File: src/rtl/frame_writer.sv
// frame_writer
//   Last stage of the renderer. It takes the pixel AXI-stream, packs each
//   colour to RGB444 and writes it into the back half of a double-buffered
//   framebuffer. When a frame is complete it stops accepting beats until the
//   VGA side grants a bank swap.
//
// Ports
//   aclk, aresetn         pixel clock, asynchronous active-low reset
//   pixel_axis_tdata      {R[7:0],G[7:0],B[7:0]} of the current beat
//   pixel_axis_tvalid     beat valid
//   pixel_axis_tready     registered ready; a beat is taken on tvalid&&tready
//   hcount_in, vcount_in  screen coordinates of the current beat
//   wr_addr, wr_data      RAM port-A address and {R[7:4],G[7:4],B[7:4]}
//   wr_en                 RAM port-A write enable (one cycle after acceptance)
//   display_bank          bank the VGA side scans out
//   frame_done            one-cycle pulse with the write that completes a frame
//   swap_req              VGA side ready to swap (vertical blank)
//   oob_count             saturating count of accepted out-of-window beats
module frame_writer #(
   parameter int START_X    = 390,
   parameter int START_Y    = 390,
   parameter int END_X      = 634,
   parameter int END_Y      = 765,
   parameter int ADDR_WIDTH = 18
) (
   input  logic                  aclk,
   input  logic                  aresetn,
   input  logic [23:0]           pixel_axis_tdata,
   input  logic                  pixel_axis_tvalid,
   output logic                  pixel_axis_tready,
   input  logic [10:0]           hcount_in,
   input  logic [9:0]            vcount_in,
   output logic [ADDR_WIDTH-1:0] wr_addr,
   output logic [11:0]           wr_data,
   output logic                  wr_en,
   output logic                  display_bank,
   output logic                  frame_done,
   input  logic                  swap_req,
   output logic [15:0]           oob_count
);

   localparam int WIDTH        = END_X - START_X;
   localparam int HEIGHT       = END_Y - START_Y;
   localparam int FRAME_PIXELS = WIDTH * HEIGHT;
   localparam int CNT_W        = $clog2(FRAME_PIXELS + 1);

   localparam logic [0:0] FILL      = 1'b0;
   localparam logic [0:0] WAIT_SWAP = 1'b1;

   localparam logic [CNT_W-1:0]      FRAME_PIXELS_C = CNT_W'(FRAME_PIXELS);
   localparam logic [ADDR_WIDTH-1:0] BANK_BASE      = ADDR_WIDTH'(FRAME_PIXELS);
   localparam logic [ADDR_WIDTH-1:0] START_X_A      = ADDR_WIDTH'(START_X);
   localparam logic [ADDR_WIDTH-1:0] START_Y_A      = ADDR_WIDTH'(START_Y);
   localparam logic [ADDR_WIDTH-1:0] WIDTH_A        = ADDR_WIDTH'(WIDTH);
   localparam logic [10:0]           START_X_H      = 11'(START_X);
   localparam logic [10:0]           END_X_H        = 11'(END_X);
   localparam logic [9:0]            START_Y_V      = 10'(START_Y);
   localparam logic [9:0]            END_Y_V        = 10'(END_Y);

   logic [0:0]            state_r;
   logic [0:0]            next_state_s;
   logic                  back_bank_r;
   logic [CNT_W-1:0]      pixel_count_r;
   logic [CNT_W-1:0]      next_count_s;
   logic                  accept_s;
   logic                  in_win_s;
   logic                  write_s;
   logic                  complete_s;
   logic                  swap_s;
   logic                  oob_s;
   logic [ADDR_WIDTH-1:0] x_off_s;
   logic [ADDR_WIDTH-1:0] y_off_s;
   logic [ADDR_WIDTH-1:0] addr_s;
   logic                  unused_tdata_s;

   // Low colour bits are dropped by the RGB444 packing.
   assign unused_tdata_s = ^{pixel_axis_tdata[19:16], pixel_axis_tdata[11:8],
                             pixel_axis_tdata[3:0]};

   // Beat qualification, window test and frame-completion detect.
   always_comb begin
      accept_s     = pixel_axis_tvalid && pixel_axis_tready;
      in_win_s     = (hcount_in >= START_X_H) && (hcount_in < END_X_H) &&
                     (vcount_in >= START_Y_V) && (vcount_in < END_Y_V);
      write_s      = accept_s && in_win_s && (state_r == FILL);
      oob_s        = accept_s && !in_win_s;
      next_count_s = pixel_count_r + {{(CNT_W-1){1'b0}}, 1'b1};
      complete_s   = write_s && (next_count_s == FRAME_PIXELS_C);
      swap_s       = (state_r == WAIT_SWAP) && swap_req;
   end

   // Linear address; modular arithmetic at ADDR_WIDTH gives the same result
   // as computing at full width and truncating.
   always_comb begin
      x_off_s = ADDR_WIDTH'(hcount_in) - START_X_A;
      y_off_s = ADDR_WIDTH'(vcount_in) - START_Y_A;
      if (back_bank_r) begin
         addr_s = BANK_BASE + x_off_s + (y_off_s * WIDTH_A);
      end else begin
         addr_s = x_off_s + (y_off_s * WIDTH_A);
      end
   end

   // Next-state logic: a completed frame parks until the VGA side swaps.
   always_comb begin
      next_state_s = state_r;
      case (state_r)
         FILL: begin
            if (complete_s) begin
               next_state_s = WAIT_SWAP;
            end else begin
               next_state_s = FILL;
            end
         end
         WAIT_SWAP: begin
            if (swap_req) begin
               next_state_s = FILL;
            end else begin
               next_state_s = WAIT_SWAP;
            end
         end
         default: next_state_s = FILL;
      endcase
   end

   // Control state: FSM, bank pointers, pixel counter and registered ready.
   always_ff @(posedge aclk or negedge aresetn) begin
      if (!aresetn) begin
         state_r           <= FILL;
         back_bank_r       <= 1'b1;
         display_bank      <= 1'b0;
         pixel_count_r     <= {CNT_W{1'b0}};
         pixel_axis_tready <= 1'b0;
         frame_done        <= 1'b0;
      end else begin
         state_r           <= next_state_s;
         pixel_axis_tready <= (next_state_s == FILL);
         frame_done        <= complete_s;
         if (swap_s) begin
            display_bank  <= back_bank_r;
            back_bank_r   <= ~back_bank_r;
            pixel_count_r <= {CNT_W{1'b0}};
         end else if (write_s) begin
            pixel_count_r <= next_count_s;
         end
      end
   end

   // Write port: one-cycle latency, address/data hold between writes.
   always_ff @(posedge aclk or negedge aresetn) begin
      if (!aresetn) begin
         wr_en   <= 1'b0;
         wr_addr <= {ADDR_WIDTH{1'b0}};
         wr_data <= 12'h000;
      end else begin
         wr_en <= write_s;
         if (write_s) begin
            wr_addr <= addr_s;
            wr_data <= {pixel_axis_tdata[23:20], pixel_axis_tdata[15:12],
                        pixel_axis_tdata[7:4]};
         end
      end
   end

   // Out-of-window counter, saturating at all-ones.
   always_ff @(posedge aclk or negedge aresetn) begin
      if (!aresetn) begin
         oob_count <= 16'h0000;
      end else if (oob_s && (oob_count != 16'hFFFF)) begin
         oob_count <= oob_count + 16'h0001;
      end
   end

endmodule

File: config.mk
export PLATFORM = sky130hd
export DESIGN_NAME = frame_writer
export DESIGN_NICKNAME = d
export VERILOG_FILES = /design/src/rtl/frame_writer.sv
export SDC_FILE = /design/constraint.sdc
export NUM_CORES = 1
export LEC_CHECK = 0
export CORE_UTILIZATION = 35
export DETAILED_ROUTE_END_ITERATION = 10
export GPL_TIMING_DRIVEN = 0
export PLACE_DENSITY = 0.58
export SYNTH_ARGS = -nofsm -noshare
export SYNTH_HDL_FRONTEND = slang
export SYNTH_SLANG_ARGS = --single-unit
File: constraint.sdc
create_clock -name aclk -period 2.5 [get_ports aclk]
set_clock_uncertainty 0.2 [all_clocks]
set_input_delay 0.25 -clock aclk [delete_from_list [all_inputs] [get_ports aclk]]
set_output_delay 0.25 -clock aclk [all_outputs]
set_load 0.01 [all_outputs]
==> results.py <==
metrics = {
    "clock_network": {
        "cts_max_level": 3,
        "clock_sink_count": 69,
        "cts_root_buf": "clkbuf_16",
        "path_clk_slew_ns": 0.06,
        "clk_latency_ns": 0.33,
        "cts_buffers": 9,
        "cts_tree": "yes",
        "cts_buffer_depth": 2,
    },
    "routing": {
        "wl_microns": 18700,
        "via_per_inst": 4.94,
        "wl_per_cell_microns": 15.0,
        "vias": 6178,
        "drtIter0Drc": 227,
        "drc": 0,
        "drtAntennaViolNets": 0,
        "firstDrtPassIters": 4,
    },
    "setup_path": {
        "worst_ep_arrival_time_ns": 5.57,
        "critPathLaunch": "vcount_in[4]",
        "r2r_start": "pixel_count_r[1]$_DFFE_PN0P_",
        "path_max_fanout": 6,
        "worstSetupPathType": "in2reg",
        "timing.reg2reg.setup_slack_ns": 0.10,
        "cp_slowest_cell": "fa_1",
        "crit_end": "wr_addr[17]$_DFFE_PN0P_",
        "cp-end-kind": "register",
        "r2r_cells": 7,
        "startpoint_type": "input pin",
        "slowest_delay_ns": 0.53,
        "required_ns": 2.51,
        "reg2reg_to": "pixel_axis_tready$_DFF_PN0_",
    },
    "synth": {
        "synthCells": 805,
        "synth_top_area_share_pct": 24.7,
        "synth-async-reset-ratio_pct": 100,
        "synth_nets": 955,
        "synth_flop_cell": "dfrtp_1",
        "synth_edf_count": 0,
        "yosysUniqueCellTypes": 72,
        "netlist_top_cells_count": "inv_1 (102), nand2_1 (99), ha_1 (73)",
        "ys_seq_elements": 69,
        "postSynthAreaPerCell_sq_um": 8.57,
        "yosysMostFrequentCell": "inv_1",
        "yosysSeqAreaShare_pct": 25.1,
        "ys_warn_count": 0,
        "ys_top_cells_by_area": "dfrtp_1 (25%), ha_1 (13%), fa_1 (8.1%)",
        "syn_area_sq_um": 6900,
        "synth_area_leader_cell": "dfrtp_1",
    },
    "placed_design": {
        "postPlaceCellArea_sq_um": 8230,
        "gp_congestion": 0.828,
        "post-dp-hpwl_microns": 12900,
        "numPortBuffers": 84,
    },
    "sta": {
        "setup_viol": 19,
        "fin_ws_ns": -3.06,
        "min_period_ns": 5.56,
        "rsz0062_at_grt": "true",
        "min_period_over_period_pct": 222,
        "fmax_mhz": 180,
        "slew_viol_final": 0,
        "worstMarginPinSlew_ns": 1.08,
        "hold_viol_final": 0,
        "relSlewSlack_pct": 27.8,
    },
    "grt": {
        "grt_pass1_vias": 5995,
        "antenna_found_initial": 0,
        "grt_start_max_net_pins": 70,
        "grt_pass1_wl_microns": 29200,
        "gr-total-overflow": 0,
        "track_usage_pct": 17.9,
    },
    "floorplan": {
        "core_sq_um": 19000,
        "dieHeight_microns": 142,
        "die_area_sq_um": 20300,
        "die_w_microns": 142,
        "num_io_pins": 99,
        "rows": 50,
        "start_util_pct": 36.3,
    },
    "status": {
        "violations": "setup timing",
        "outcome": "finished with violations",
    },
    "run": {
        "maxCapViolCount": 0,
    },
    "finish": {
        "antenna_cells": 0,
        "stdcell_area_sq_um": 10300,
        "n_fill_cell": 1697,
        "nNetsFinal": 1135,
        "layout-drive-gt1-share_pct": 28.8,
        "syn_to_final_growth_pct": 48.9,
    },
    "min_path": {
        "hp-class": "in2reg",
    },
}
worst min-delay path by stage:
stage,startpoint,to,slack (ns),depth (start not counted)
after global routing,hcount_in[0],wr_addr[0]$_DFFE_PN0P_,0.20,3
after detailed placement,aresetn,pixel_count_r[12]$_DFFE_PN0P_,0.23,1
after floorplan,aresetn,display_bank$_DFFE_PN0P_,-0.25,0
after global placement,wr_data[6]$_DFFE_PN0P_,wr_data[6]$_DFFE_PN0P_,0.26,2
after CTS,hcount_in[0],wr_addr[0]$_DFFE_PN0P_,0.19,3
final,hcount_in[0],wr_addr[0]$_DFFE_PN0P_,0.20,3
state kept, by name, indices dropped and copies added (netlist names):
signal	flops
back_bank_r	1
display_bank	1
frame_done	1
oob_count	16
pixel_axis_tready	1
pixel_count_r	17
state_r	1
wr_addr	18
wr_data	12
wr_en	1
worst max-delay path, delay by kind of cell:
family                     cells  cell delay (ns)
AOI/OAI and AO/OA              6             1.19
buffers and inverters          5             0.33
and+or+nand+nor                5             0.96
adders and majority gates      6             2.01
muxes                          1             0.11
xor gates and xnor gates       3             0.70
kinds of logic after synthesis:
| kind of cell | Yosys count | share of synthesized area [%] |
|---|---|---|
| flops | 69 | 25.1 |
| mux | 12 | 1.81 |
| xor+xnor | 88 | 11.2 |
| simple gates | 251 | 18.0 |
| compound gates | 159 | 14.9 |
| buf+inv | 123 | 7.38 |
| fa+ha+maj | 103 | 21.7 |
layout by cell type (no fill, tap or decap), types with 7 or more instances in the layout:
cell              n
fa_1             24
o31ai_1           8
nand3_1          14
nand4_1          15
buf_6            28
o21ai_0          22
a21o_1           10
clkdlybuf4s50_1  65
dfrtp_1          68
mux2i_1           8
nand2_1          95
clkbuf_16         9
ha_1             39
xnor2_1          41
dlygate4sd2_1     8
o21ai_1          26
buf_4            67
nand2b_1         12
inv_2            23
a21oi_1          24
inv_1            76
nor2_1           36
nor2b_1           7
xor2_1           30
ha_4             31
metrics by stage:
step	std cells	setup slack, ns	setup TNS (ns)	util [%]	hold WS [ns]
6_report	1250	-3.06	-28.01	54.0	0.197
5_1_grt	1250	-3.26	-33.53	54.0	0.202
3_5_place_dp	1149	-4.88	-106.08	43.3	0.227
2_1_floorplan	805	-3.18	-27.77	-	-0.246
3_3_place_gp	1149	-4.84	-199.22	43.3	0.257
4_1_cts	1217	-2.96	-24.15	51.3	0.188
area by class of cell:
type                            instances  area (sq um)  area share [%]
Multi-Input combinational cell        613          5740            55.9
Buffer                                 19           155            1.51
Inverter                              103           397            3.86
Tap cell                              260           325            3.17
Timing Repair Buffer                  170          1560            15.2
Clock inverter                          5           106            1.04
Sequential cell                        69          1730            16.8
Clock buffer                           11           253            2.46
metal layers:
metal | wire length (microns) | vias up | GRT usage, % | part of all wire [%]
met5 | 0 | - | 0 | 0
met4 | 286 | 0 | 4.41 | 1.5
met3 | 757 | 21 | 1.88 | 4.0
met2 | 9260 | 134 | 31.8 | 49
met1 | 8400 | 2924 | 23.0 | 45
li1 | - | 3099 | - | -
what timing repair did:
| action | CTS | global route |
|---|---|---|
| setup buffers | 52 | 35 |
| gates resized for setup | 199 | 87 |
| endpoints found under the setup margin | 67 | 56 |
| pin swaps | 61 | 45 |
| endpoints found under the hold margin | 68 | 0 |
| hold buffers | 1 | 0 |
Power is left out: the tool's default activity adds up to more than one toggle a clock period on the data nets, which glitch-free logic cannot reach.
